--- config.mk ---
export PLATFORM = sky130hd
export DESIGN_NAME = pll_mdrp_ctrl
export DESIGN_NICKNAME = d
export VERILOG_FILES = /design/src/rtl/pll_mdrp_ctrl.sv
export SDC_FILE = /design/constraint.sdc
export NUM_CORES = 1
export LEC_CHECK = 0
export BUFFER_PORTS_ARGS = -buffer_cell sky130_fd_sc_hd__buf_2
export CAP_MARGIN = 5
export CORE_MARGIN = 5
export CORE_UTILIZATION = 53
export DETAILED_ROUTE_END_ITERATION = 7
export PLACE_DENSITY = 0.81
export REMOVE_ABC_BUFFERS = 1
export SLEW_MARGIN = 0
export SYNTH_ARGS = -nofsm -noshare
export SYNTH_HDL_FRONTEND = slang
export SYNTH_SLANG_ARGS = --single-unit
--- constraint.sdc ---
create_clock -name mdclk -period 2.55 [get_ports mdclk]
set_clock_uncertainty 0.2 [all_clocks]
set_input_delay 0.3825 -clock mdclk [delete_from_list [all_inputs] [get_ports mdclk]]
set_output_delay 0.3825 -clock mdclk [all_outputs]
set_load 0.03 [all_outputs]
--- src/rtl/pll_mdrp_ctrl.sv ---
`default_nettype none
// ============================================================================
// Module   : pll_mdrp_ctrl
// Purpose  : Upstream controller for the GW5A PLLA dynamic-reconfiguration
//            (MDRP) port. Turns single host requests (write / read / apply)
//            into MDRP opcode sequences and returns a one-cycle completion.
//            "Apply" pulses the PLL reset, then waits for lock with a timeout.
//            Everything runs on mdclk.
// Ports    : mdclk, reset          - clock (also PLL MDCLK), async active-high
//            req_*                 - host request (op/addr/wdata, valid/ready)
//            rsp_*                 - completion pulse, read data, error flag
//            busy, lock_lost       - status (lock_lost is sticky)
//            pll_reset, pll_lock   - PLL reset out, asynchronous lock in
//            mdopc/mdainc/mdwdi    - MDRP command outputs
//            mdrdo                 - MDRP read data input
// Revision : 1.0 - initial release
// ============================================================================
module pll_mdrp_ctrl #(
    parameter int RD_LATENCY   = 1,
    parameter int RST_CYCLES   = 16,
    parameter int LOCK_TIMEOUT = 4096
) (
    input  logic       mdclk,
    input  logic       reset,
    input  logic       req_valid,
    output logic       req_ready,
    input  logic [1:0] req_op,
    input  logic [7:0] req_addr,
    input  logic [7:0] req_wdata,
    output logic       rsp_valid,
    output logic [7:0] rsp_rdata,
    output logic       rsp_err,
    output logic       busy,
    output logic       lock_lost,
    output logic       pll_reset,
    input  logic       pll_lock,
    output logic [1:0] mdopc,
    output logic       mdainc,
    output logic [7:0] mdwdi,
    input  logic [7:0] mdrdo
);

    // Request opcodes
    localparam logic [1:0] c_OP_WRITE = 2'b00;
    localparam logic [1:0] c_OP_READ  = 2'b01;
    localparam logic [1:0] c_OP_APPLY = 2'b10;

    // MDRP opcodes
    localparam logic [1:0] c_MD_NOP   = 2'b00;
    localparam logic [1:0] c_MD_WRITE = 2'b01;
    localparam logic [1:0] c_MD_READ  = 2'b10;
    localparam logic [1:0] c_MD_ADDR  = 2'b11;

    // Counter widths; a parameter of 1 still needs a 1-bit counter
    localparam int c_RD_W   = (RD_LATENCY   > 1) ? $clog2(RD_LATENCY)   : 1;
    localparam int c_RST_W  = (RST_CYCLES   > 1) ? $clog2(RST_CYCLES)   : 1;
    localparam int c_LOCK_W = (LOCK_TIMEOUT > 1) ? $clog2(LOCK_TIMEOUT) : 1;

    localparam logic [c_RD_W-1:0]   c_RD_LAST   = c_RD_W'(RD_LATENCY - 1);
    localparam logic [c_RST_W-1:0]  c_RST_LAST  = c_RST_W'(RST_CYCLES - 1);
    localparam logic [c_LOCK_W-1:0] c_LOCK_LAST = c_LOCK_W'(LOCK_TIMEOUT - 1);

    typedef enum logic [2:0] {
        S_IDLE      = 3'd0,
        S_ADDR      = 3'd1,
        S_WR        = 3'd2,
        S_RD        = 3'd3,
        S_RD_WAIT   = 3'd4,
        S_RST       = 3'd5,
        S_LOCK_WAIT = 3'd6,
        S_RESP      = 3'd7
    } state_t;

    state_t              r_state;
    state_t              w_state_nxt;
    logic [1:0]          r_op;
    logic [7:0]          r_wdata;
    logic [c_RD_W-1:0]   r_rd_cnt;
    logic [c_RST_W-1:0]  r_rst_cnt;
    logic [c_LOCK_W-1:0] r_lock_cnt;
    logic                r_lock_meta;
    logic                r_lock_s;
    logic                r_lock_s_d;

    logic                r_req_ready;
    logic                r_rsp_valid;
    logic [7:0]          r_rsp_rdata;
    logic                r_rsp_err;
    logic                r_busy;
    logic                r_lock_lost;
    logic                r_pll_reset;
    logic [1:0]          r_mdopc;
    logic [7:0]          r_mdwdi;

    logic                w_accept;
    logic [1:0]          w_mdopc_nxt;
    logic [7:0]          w_mdwdi_nxt;
    logic                w_err_nxt;
    logic                w_capture;
    logic                w_lock_ok;
    logic                w_lock_fall;

    assign w_accept    = req_valid & r_req_ready;
    // Lock loss is only meaningful while idle; during apply the PLL is
    // deliberately reset and lock is expected to drop.
    assign w_lock_fall = (r_state == S_IDLE) & r_lock_s_d & ~r_lock_s;

    // Next state plus the MDRP command that the next state will present.
    // Outputs are registered from these next-state values so they line up
    // with the state they belong to.
    always_comb begin
        w_state_nxt = r_state;
        w_mdopc_nxt = c_MD_NOP;
        w_mdwdi_nxt = 8'h00;
        w_err_nxt   = 1'b0;
        w_capture   = 1'b0;
        w_lock_ok   = 1'b0;
        case (r_state)
            S_IDLE: begin
                if (w_accept) begin
                    case (req_op)
                        c_OP_WRITE, c_OP_READ: begin
                            w_state_nxt = S_ADDR;
                            w_mdopc_nxt = c_MD_ADDR;
                            w_mdwdi_nxt = req_addr;
                        end
                        c_OP_APPLY: w_state_nxt = S_RST;
                        default: begin
                            w_state_nxt = S_RESP;
                            w_err_nxt   = 1'b1;
                        end
                    endcase
                end
            end
            S_ADDR: begin
                if (r_op == c_OP_WRITE) begin
                    w_state_nxt = S_WR;
                    w_mdopc_nxt = c_MD_WRITE;
                    w_mdwdi_nxt = r_wdata;
                end else begin
                    w_state_nxt = S_RD;
                    w_mdopc_nxt = c_MD_READ;
                end
            end
            S_WR:      w_state_nxt = S_RESP;
            S_RD:      w_state_nxt = S_RD_WAIT;
            S_RD_WAIT: begin
                // Last wait cycle is the one where mdrdo is valid
                if (r_rd_cnt == c_RD_LAST) begin
                    w_state_nxt = S_RESP;
                    w_capture   = 1'b1;
                end
            end
            S_RST: begin
                if (r_rst_cnt == c_RST_LAST) begin
                    w_state_nxt = S_LOCK_WAIT;
                end
            end
            S_LOCK_WAIT: begin
                // Lock is checked first so lock on the terminal cycle wins
                if (r_lock_s) begin
                    w_state_nxt = S_RESP;
                    w_lock_ok   = 1'b1;
                end else if (r_lock_cnt == c_LOCK_LAST) begin
                    w_state_nxt = S_RESP;
                    w_err_nxt   = 1'b1;
                end
            end
            S_RESP:  w_state_nxt = S_IDLE;
            default: w_state_nxt = S_IDLE;
        endcase
    end

    always_ff @(posedge mdclk or posedge reset) begin
        if (reset) begin
            r_state     <= S_IDLE;
            r_op        <= 2'b00;
            r_wdata     <= 8'h00;
            r_rd_cnt    <= '0;
            r_rst_cnt   <= '0;
            r_lock_cnt  <= '0;
            r_lock_meta <= 1'b0;
            r_lock_s    <= 1'b0;
            r_lock_s_d  <= 1'b0;
            r_req_ready <= 1'b0;
            r_rsp_valid <= 1'b0;
            r_rsp_rdata <= 8'h00;
            r_rsp_err   <= 1'b0;
            r_busy      <= 1'b0;
            r_lock_lost <= 1'b0;
            r_pll_reset <= 1'b0;
            r_mdopc     <= 2'b00;
            r_mdwdi     <= 8'h00;
        end else begin
            r_state     <= w_state_nxt;
            r_lock_meta <= pll_lock;
            r_lock_s    <= r_lock_meta;
            r_lock_s_d  <= r_lock_s;

            if (w_accept) begin
                r_op    <= req_op;
                r_wdata <= req_wdata;
            end

            // Counters clear whenever their state is left, so they never wrap
            if (r_state == S_RD_WAIT && w_state_nxt == S_RD_WAIT)
                r_rd_cnt <= r_rd_cnt + 1'b1;
            else
                r_rd_cnt <= '0;

            if (r_state == S_RST && w_state_nxt == S_RST)
                r_rst_cnt <= r_rst_cnt + 1'b1;
            else
                r_rst_cnt <= '0;

            if (r_state == S_LOCK_WAIT && w_state_nxt == S_LOCK_WAIT)
                r_lock_cnt <= r_lock_cnt + 1'b1;
            else
                r_lock_cnt <= '0;

            if (w_capture)
                r_rsp_rdata <= mdrdo;

            // Set has priority over clear
            if (w_lock_fall)
                r_lock_lost <= 1'b1;
            else if (w_lock_ok)
                r_lock_lost <= 1'b0;

            r_req_ready <= (w_state_nxt == S_IDLE);
            r_busy      <= (w_state_nxt != S_IDLE);
            r_rsp_valid <= (w_state_nxt == S_RESP);
            r_rsp_err   <= w_err_nxt;
            r_pll_reset <= (w_state_nxt == S_RST);
            r_mdopc     <= w_mdopc_nxt;
            r_mdwdi     <= w_mdwdi_nxt;
        end
    end

    assign req_ready = r_req_ready;
    assign rsp_valid = r_rsp_valid;
    assign rsp_rdata = r_rsp_rdata;
    assign rsp_err   = r_rsp_err;
    assign busy      = r_busy;
    assign lock_lost = r_lock_lost;
    assign pll_reset = r_pll_reset;
    assign mdopc     = r_mdopc;
    assign mdainc    = 1'b0;
    assign mdwdi     = r_mdwdi;

endmodule
`default_nettype wire

==> flow_summary.json, run 1 <==
{
  "outcome": "complete, no violations",
  "placedCellCount": 295,
  "numCtsBuffers": 9,
  "syn-cell-area_um2": 2492,
  "crit_arrival_ps": 2160,
  "instances_no_fill": 313,
  "drc": 0,
  "core_um2": 4629,
  "ant_nets": 0,
  "cts_tree": "built",
  "fin_crit_ps": 2150,
  "port_buffers": 53,
  "syn-mean-instance-area_um2": 13.19,
  "grt_max_degree": 23,
  "power.density_nw_per_um2": 1071,
  "synth.distinct_cells": 44,
  "rows": 25,
  "cp-start-kind": "flip-flop",
  "ir_worst_vdd_mv": 0.6424,
  "ys_seq_area_share_pct": 57.23,
  "num_vias": 1671,
  "areaGrowthSynthToFinish_pct": 20.28,
  "drt_iter0_markers": 41,
  "clock_latency_ps": 340,
  "hold_path.class": "in2reg",
  "die_w_um": 78.58,
  "antenna_found_initial": 0,
  "num_antenna_cells": 0,
  "pin_count": 55,
  "max-cap-violations": 0,
  "path_class": "reg2reg",
  "max_freq_ghz": 0.4652,
  "routed_wirelength_um": 4672,
  "htreeDepth": 3,
  "min_period_over_period_pct": 84.31,
  "placed_cell_area_um2": 2796,
  "cts_resized": 0,
  "yosysTopAreaCellShare_pct": 57.23,
  "synth_top_cell_by_area": "dfrtp_1",
  "place.gp.congestion": 0.8727,
  "rsz0062_at_grt": "no",
  "cp_max_fo": 13,
  "ys_ff_latch": 57,
  "post-dp-hpwl_um": 3387,
  "p_leak_nw": 1.413,
  "die_y_um": 78.58,
  "final_common_cell": "dfrtp_1",
  "clock-root-buffer": "clkbuf_8",
  "end_kind": "flip-flop",
  "critical_path_required_ps": 2560,
  "most-common-layout-cells": "dfrtp_1 (57), buf_2 (53), mux2_2 (18), nor3_2 (11), clkbuf_8 (10)",
  "timing.slew.headroom_pct": 62.63,
  "start_util_pct": 53.84,
  "synthCells": 189,
  "nets": 286,
  "clkTransAtPathRegs_ps": 70,
  "grt.total_usage_pct": 17.05,
  "max-clock-path-buffers": 2,
  "tns_ps": 0,
  "tightestPinTransition_ps": 557.8,
  "fin_ws_ps": 400.2,
  "grt_pass1_vias": 1740,
  "drt-wirelength-per-cell_um": 14.93,
  "via_per_inst": 5.339,
  "finalSetupViolCount": 0,
  "grt_pass1_wl_um": 7886,
  "netlist_top_cells_area": "dfrtp_1 (57%), mux2_2 (8.1%), nor3_2 (4.4%)",
  "drive_above_1_share_pct": 44.02,
  "maxSlewViolCount": 0,
  "final_area_um2": 2998,
  "first_pass_iters": 4,
  "grt_overflow": 0,
  "final-hold-violation-count": 0,
  "design.die.area_um2": 6174,
  "ys.warnings.count": 0,
  "post-place-ws_ps": 419.6,
  "clock_sinks": 57
}
-- cells in the mapped netlist --
library cell / instances
dfrtp_1: 57
mux2_2: 18
nor3_2: 11
a22o_1: 8
nor2_1: 8
xor2_1: 8
nand2_1: 7
inv_1: 6
nand3_1: 6
nand4_1: 6
xnor2_1: 4
and3_1: 3
buf_4: 3
nand2b_2: 3
o21ai_0: 3
o21ai_1: 3
and2_1: 2
and4_1: 2
buf_6: 2
ha_1: 2
nand2b_1: 2
nor3_1: 2
nor4b_1: 2
a21boi_1: 1
a21boi_4: 1
a21oi_1: 1
a2bb2oi_1: 1
buf_12: 1
buf_2: 1
conb_1: 1
nand3b_1: 1
nand4b_1: 1
nor2_2: 1
nor3_4: 1
nor3b_1: 1
nor4_2: 1
o211a_1: 1
o211ai_4: 1
o221ai_2: 1
o32ai_1: 1
or2_1: 1
or3_1: 1
or4_4: 1
or4b_1: 1
-- state kept, by name, summed over array words and instances, names as in the netlist, 2 cells and up --
register	count
mdopc	2
mdwdi	8
r_lock_cnt	12
r_op	2
r_rst_cnt	4
r_state	3
r_wdata	8
rsp_rdata	8
-- metal layers --
layer / vias up / wire length (um) / part of all wire [%] / track usage (%)
li1: 800 / - / - / -
met1: 818 / 1899 / 41 / 19.61
met2: 41 / 2390 / 51 / 27.08
met3: 12 / 244 / 5.2 / 6.078
met4: 0 / 138 / 3.0 / 10.49
met5: - / 0 / 0 / 0
-- power by group --
part	switching (W)	leakage [nW]	internal, W
combinational	0.000710	0.599	0.000436
clock	0.000367	0.0805	0.000377
sequential	0.000179	0.734	0.00114
total	0.00126	1.41	0.00196
-- through the flow --
step | utilization, % | hold slack, ps | power (W)
after floorplan | - | 131.2 | 0.002158
after global placement | 60.41 | 133.1 | 0.002451
after detailed placement | 60.41 | 138.1 | 0.002484
after CTS | 64.76 | 48.04 | 0.003248
after global routing | 64.76 | 49.65 | 0.003409
final | 64.76 | 67.08 | 0.003210
-- cell families (layout without fill, tap and decap cells) --
kind of cell,Yosys count,in the layout,share of synthesized area [%]
and+or+nand+nor,64,64,17.72
DFF,57,57,57.23
AOI/OAI and AO/OA,22,22,7.831
muxes,18,18,8.132
buffers and inverters,13,82,3.715
xor gates and xnor gates,12,12,4.217
adders and majority gates,2,2,1.004
other,1,2,0.1505
-- what timing repair did --
action | CTS | global route
hold buffers | 2 | 0
hold endpoints to repair | 15 | 0
setup buffers | 0 | 0
-- worst max-delay path, stage by stage, from the launching register on --
cell and delay, ps:
dfrtp_1 380, ha_1 190, and3_1 210, or3_1 270, o211ai_4 250, or4b_1 510
-- path summary, 6_finish.rpt --
path	from	to	slack, ps	cells after the start
max in group asynchronous	reset	rsp_rdata[1]	1200	4
worst min register to register	r_lock_meta	r_lock_s	160	0
worst min-delay path	req_addr[4]	mdwdi[4]	70	2
min in group asynchronous	reset	mdwdi[4]	350	3
worst max register to register	r_rst_cnt[0]	busy	400	5
worst max-delay path	r_rst_cnt[0]	busy	400	5
-- cell type report --
type                    instances  area (um^2)
clock buffers                  10        137.6
well taps                      54        67.56
repair buffers                 60        322.8
clock inverters                 6        43.79
flip-flops and latches         57         1426
inverters                       6        22.52
multi-input cells             120        977.2
fillers                       352         1632
(Power assumes the default switching activity.)
==> run 2: changes to the inputs <==
Settings changed: ABC_AREA set to 1, CORE_UTILIZATION 53 to 48, PLACE_DENSITY 0.81 to 0.78.
Clock period 2.55 ns to 1.95 ns, I/O delays scaled along.
==> run 2 against run 1 <==
Compared with the run above:
- critical path depth up 1
- synthesized cell count grew 26%
- worst setup slack worse by 230 ps
- non-clock buffer count grew 21
- sequential share of layout area down 4.0 points
- hold slack got worse by 43 ps
- utilization grew 0.13 points
- combinational power is 23% higher
- critical path type unchanged
==> flow_summary.json, run 2 <==
{
  "clock_latency_ps": 330,
  "seq_area_um2": 1426,
  "ir_worst_vdd_mv": 0.6880,
  "tns_ps": 0,
  "end_kind": "flip-flop",
  "synth-async-reset-ratio_pct": 100.0,
  "fillers": 379,
  "first_pass_iters": 5,
  "post-place-ws_ps": 166.7,
  "finalSetupViolCount": 0,
  "netlist_top_cells_area": "dfrtp_1 (58%), nand2_1 (5.6%), inv_1 (4.3%)",
  "most-common-layout-cells": "dfrtp_1 (57), buf_2 (53), nand2_1 (37), inv_1 (27), dlygate4sd3_1 (24)",
  "via_per_inst": 4.593,
  "pwr-share-comb_pct": 33.6,
  "min_period_over_period_pct": 91.03,
  "critical_path_required_ps": 1990,
  "max-cap-violations": 0,
  "cp-start-kind": "flip-flop",
  "post-dp-hpwl_um": 3261,
  "syn-mean-instance-area_um2": 10.36,
  "path_class": "reg2reg",
  "crit_top_cell": "nor2_4",
  "core_um2": 5042,
  "synth_top_cell_by_area": "dfrtp_1",
  "antenna_found_initial": 0,
  "routed_wirelength_um": 5056,
  "holdPathStages": 3,
  "drc": 0,
  "power.density_nw_per_um2": 1287,
  "rows": 26,
  "multiInputGateArea_um2": 878.3,
  "cp_max_fo": 10,
  "htreeDepth": 3,
  "switchingPower_w": 0.001546,
  "post_cts_buffers": 0,
  "cts_tree": "built",
  "start_util_pct": 48.91,
  "yosysTopAreaCellShare_pct": 57.84,
  "tightestPinTransition_ps": 528.6,
  "clock_power_share_pct": 26.7,
  "synthCells": 238,
  "p_leak_nw": 1.598,
  "maxSlewViolCount": 0,
  "timing.slew.headroom_pct": 64.76,
  "ys.flop_type": "dfrtp_1",
  "drt_iter0_markers": 85,
  "final-hold-violation-count": 0,
  "fin_ws_ps": 174.9,
  "regMostFlops": "r_lock_cnt",
  "cp.depth": 6,
  "ys_ff_latch": 57,
  "port_buffers": 53,
  "yosysMostFrequentCell": "dfrtp_1",
  "swShare_pct": 36.71,
  "nets": 357,
  "slowest_stage": "dfrtp_1",
  "worstPathCellList": "nor2_4, inv_2, nor2_4, nand2_2, or2_1, o22ai_2",
  "die_w_um": 81.68,
  "max_freq_ghz": 0.5633,
  "grt.total_usage_pct": 17.82,
  "crit_arrival_ps": 1820,
  "clock-root-buffer": "clkbuf_8",
  "pin_count": 55,
  "num_vias": 1837,
  "final_area_um2": 3272,
  "grt_max_degree": 45,
  "critPathTopFamily": "simple AND/OR/NAND/NOR gates",
  "syn-cell-area_um2": 2466,
  "largest_reg_flops": 12,
  "grt_pass1_wl_um": 8818,
  "rsz0062_at_grt": "no",
  "clock_sinks": 57,
  "grt_overflow": 0,
  "clkTransAtPathRegs_ps": 60,
  "drive_above_1_share_pct": 33.64,
  "outcome": "complete, no violations",
  "num_antenna_cells": 0,
  "die_y_um": 81.68,
  "internal-power_w": 0.002666,
  "place.gp.congestion": 0.7984,
  "hold_path.class": "in2reg",
  "ant_nets": 0,
  "slowest_delay_ps": 450,
  "placed_cell_area_um2": 2824,
  "synth-edff-count": 0,
  "grt_pass1_vias": 2022,
  "drt-wirelength-per-cell_um": 12.64,
  "seqPwrFrac_pct": 39.6,
  "synthTopCellsByCount": "dfrtp_1 (57), nand2_1 (37), inv_1 (28), nor2_1 (21)",
  "r2r_cells": 6,
  "ys.warnings.count": 0,
  "fin_crit_ps": 1775,
  "finalPower_w": 0.004213,
  "final_common_cell": "dfrtp_1",
  "max-clock-path-buffers": 2,
  "design.die.area_um2": 6672,
  "path_buf_inv": 1,
  "numCtsBuffers": 9,
  "areaGrowthSynthToFinish_pct": 32.67,
  "ys_seq_area_share_pct": 57.84,
  "synth.distinct_cells": 33
}
## run 2: repair_timing
item	CTS	global route
hold endpoints to repair	36	0
gates resized for setup	0	0
hold buffers	24	0
## run 2: per-stage QoR
step	cells	util [%]	hold slack, ps
after global placement	360	56.01	57.37
after CTS	400	64.89	3.554
after detailed placement	360	56.01	59.14
final	400	64.89	23.75
after floorplan	233	-	123.9
after global routing	400	64.89	17.25
## run 2: power groups by stage
stage	Clock, W	Combinational [W]	Sequential, W
after floorplan	0	0.000709	0.00197
after global placement	0	0.00136	0.00167
after detailed placement	0	0.00138	0.00169
after CTS	0.00116	0.00143	0.00167
after global routing	0.00122	0.00158	0.00171
final	0.00113	0.00142	0.00167
## run 2: area by class of cell
type | count | area share (%)
repair buffers | 81 | 16.75
multi-input cells | 143 | 26.85
well taps | 70 | 2.677
clock buffers | 14 | 5.277
clock inverters | 2 | 1.071
flip-flops and latches | 57 | 43.59
inverters | 33 | 3.786
## run 2: cells by family (layout without fill, tap and decap cells)
family | after synthesis | after routing | share of synthesized area [%]
AND/OR/NAND/NOR | 97 | 97 | 19.79
flip-flops | 57 | 57 | 57.84
buffers and inverters | 39 | 130 | 6.697
AO/OA/AOI/OAI | 25 | 25 | 7.661
XOR/XNOR | 9 | 9 | 3.196
multiplexers | 8 | 8 | 3.653
adder cells (fa/ha/maj) | 2 | 2 | 1.015
other | 1 | 2 | 0.1521
## run 2: per-layer routing
metal | vias up | share of wire, % | GRT usage (%)
li1 | 922 | - | -
met4 | 0 | 1.6 | 8.472
met1 | 865 | 41 | 18.96
met2 | 43 | 52 | 32.17
met5 | - | 0 | 0
met3 | 7 | 5.4 | 5.263
## run 2: path summary, 6_finish.rpt
path	from	end	slack, ps
hold reg to reg	r_lock_meta	r_lock_s	160
setup reg to reg	r_state[2]	mdwdi[6]	170
min in group asynchronous	reset	mdwdi[3]	250
hold / removal	req_op[1]	r_op[1]	20
max in group asynchronous	reset	mdwdi[1]	790
setup / recovery	r_state[2]	mdwdi[6]	170
## run 2: worst reg2reg max path, delay by kind of cell, from the launching register on
kind | cells | cell delay [ps]
AND/OR/NAND/NOR | 4 | 810
flip-flops | 1 | 450
AO/OA/AOI/OAI | 1 | 170
buffers and inverters | 1 | 60
==> run 3: changes to the inputs <==
Settings changed: CORE_ASPECT_RATIO set to 1.1.
==> run 3 against run 2 <==
Compared with the run above:
- design area decreased by 2.5%
- fmax increased by 1.2%
- non-clock buffer count decreased by 4
- register-to-register slack improved by 20 ps
- clock power decreased by 13%
- count of clock-buffer cells in the layout decreased by 2
- sequential power about the same
- critical path type unchanged
- highest routed layer unchanged
==> flow_summary.json, run 3 (synthesized netlist as in run 2, its figures left out) <==
{
  "outcome": "complete, no violations",
  "areaGrowthSynthToFinish_pct": 29.33,
  "switchingPower_w": 0.001539,
  "max_freq_ghz": 0.5703,
  "routed_wirelength_um": 4896,
  "holdPathEnd": "mdwdi[2]",
  "tightestPinTransition_ps": 514.3,
  "first_pass_iters": 6,
  "worstPathCellList": "ha_1, nand3_1, nor3_2, nand2_2, nand4_2, buf_4, nor2_1",
  "final-hold-violation-count": 0,
  "core_um2": 5000,
  "min-delay-start": "req_addr[2]",
  "instances_no_fill": 383,
  "holdPathStages": 3,
  "hold_ws_ps": 21.08,
  "tns_ps": 0,
  "grt.total_usage_pct": 16.21,
  "rows": 27,
  "p_leak_nw": 1.572,
  "ant_nets": 0,
  "crit_arrival_ps": 1770,
  "r2r-end": "r_lock_cnt[11]",
  "r2r_cells": 7,
  "slowest_delay_ps": 370,
  "cp-start-kind": "flip-flop",
  "slowest_stage": "dfrtp_1",
  "most-common-layout-cells": "dfrtp_1 (57), buf_2 (53), nand2_1 (37), inv_1 (27), nor2_1 (21)",
  "clkTransAtPathRegs_ps": 60,
  "fin_crit_ps": 1754,
  "drc": 0,
  "grt_pass1_wl_um": 8169,
  "rsz0062_at_grt": "no",
  "path_class": "reg2reg",
  "post-dp-hpwl_um": 3230,
  "port_buffers": 53,
  "nets": 353,
  "placedCellCount": 348,
  "timing.rr.start": "r_lock_cnt[0]",
  "critPathTopFamily": "simple AND/OR/NAND/NOR gates",
  "pin_count": 55,
  "place.gp.congestion": 0.7832,
  "drt_iter0_markers": 62,
  "htreeDepth": 3,
  "internal-power_w": 0.002518,
  "die_y_um": 85.18,
  "cts_resized": 0,
  "maxSlewViolCount": 0,
  "grt_pass1_vias": 1874,
  "final_common_cell": "dfrtp_1",
  "largest_reg_flops": 12,
  "timing.slew.headroom_pct": 65.71,
  "finalSetupViolCount": 0,
  "clock_power_share_pct": 24.2,
  "grt_overflow": 0,
  "path_buf_inv": 1,
  "swShare_pct": 37.93,
  "drt-wirelength-per-cell_um": 12.78,
  "reg2reg_slack_ps": 200,
  "seqPwrFrac_pct": 41.2,
  "num_vias": 1830,
  "start_util_pct": 49.32,
  "grt_max_degree": 58,
  "numCtsBuffers": 9,
  "power.density_nw_per_um2": 1272,
  "via_per_inst": 4.778,
  "finalPower_w": 0.004057,
  "design.die.area_um2": 6673,
  "cts_tree": "built",
  "clock_sinks": 57,
  "cp_max_fo": 12,
  "hold_path.class": "in2reg",
  "antenna_found_initial": 0,
  "min_period_over_period_pct": 89.93,
  "ir_worst_vdd_mv": 0.7309,
  "clock-root-buffer": "clkbuf_8",
  "drive_above_1_share_pct": 34.46,
  "critical_path_required_ps": 1970,
  "num_antenna_cells": 0,
  "max-cap-violations": 0,
  "pwr-share-comb_pct": 34.6,
  "regMostFlops": "r_lock_cnt",
  "clock_latency_ps": 330,
  "end_kind": "flip-flop",
  "max-clock-path-buffers": 2,
  "die_w_um": 78.34
}
==> run 3: stage by stage <==
stage | util [%] | cell area, um^2 | setup slack [ps]
after floorplan | - | 2429 | 57.86
after global placement | 56.18 | 2809 | 231.6
after detailed placement | 56.18 | 2809 | 177.1
after CTS | 63.79 | 3189 | 180.5
after global routing | 63.79 | 3189 | 38.17
final | 63.79 | 3189 | 196.4
==> run 3: worst register-to-register path: stages, from the launching register on <==
cell and delay (ps):
dfrtp_1 370, ha_1 200, nand3_1 170, nor3_2 210
nand2_2 110, nand4_2 90, buf_4 220, nor2_1 70
==> run 3: final cells by class <==
| class | instances | area, um^2 |
|---|---|---|
| Clock buffer | 12 | 165.2 |
| Clock inverter | 3 | 15.01 |
| Fill cell | 412 | 1810 |
| Inverter | 33 | 123.9 |
| Multi-Input combinational cell | 143 | 878.3 |
| Sequential cell | 57 | 1426 |
| Tap cell | 58 | 72.57 |
| Timing Repair Buffer | 77 | 508.0 |
==> run 3: power groups by stage <==
stage / clock (W) / sequential, W / combinational, W
after floorplan: 0 / 0.00197 / 0.000709
after CTS: 0.00101 / 0.00167 / 0.00142
after global placement: 0 / 0.00168 / 0.00135
after detailed placement: 0 / 0.00169 / 0.00138
final: 0.000980 / 0.00167 / 0.00140
after global routing: 0.00106 / 0.00171 / 0.00155
==> run 3: metal layers <==
metal / up-vias / GRT usage [%] / part of all wire [%]
li1: 912 / - / -
met3: 10 / 5.520 / 5.3
met4: 0 / 8.585 / 1.9
met2: 48 / 26.32 / 49
met5: - / 0 / 0
met1: 860 / 18.95 / 43
==> run 3: worst max-delay path by stage <==
stage                  start             end  cells after the start
4_1_cts        r_lock_cnt[0]  r_lock_cnt[11]                      7
3_5_place_dp   r_lock_cnt[0]  r_lock_cnt[11]                      7
2_1_floorplan          reset            busy                      1
5_1_grt        r_lock_cnt[0]   r_lock_cnt[0]                      7
3_3_place_gp    r_rst_cnt[0]   r_lock_cnt[0]                      8
6_report       r_lock_cnt[0]  r_lock_cnt[11]                      7
==> run 3: what timing repair did <==
action,CTS,global route
buffers inserted,0,0
hold buffers,20,0
endpoints found under the hold margin,76,0
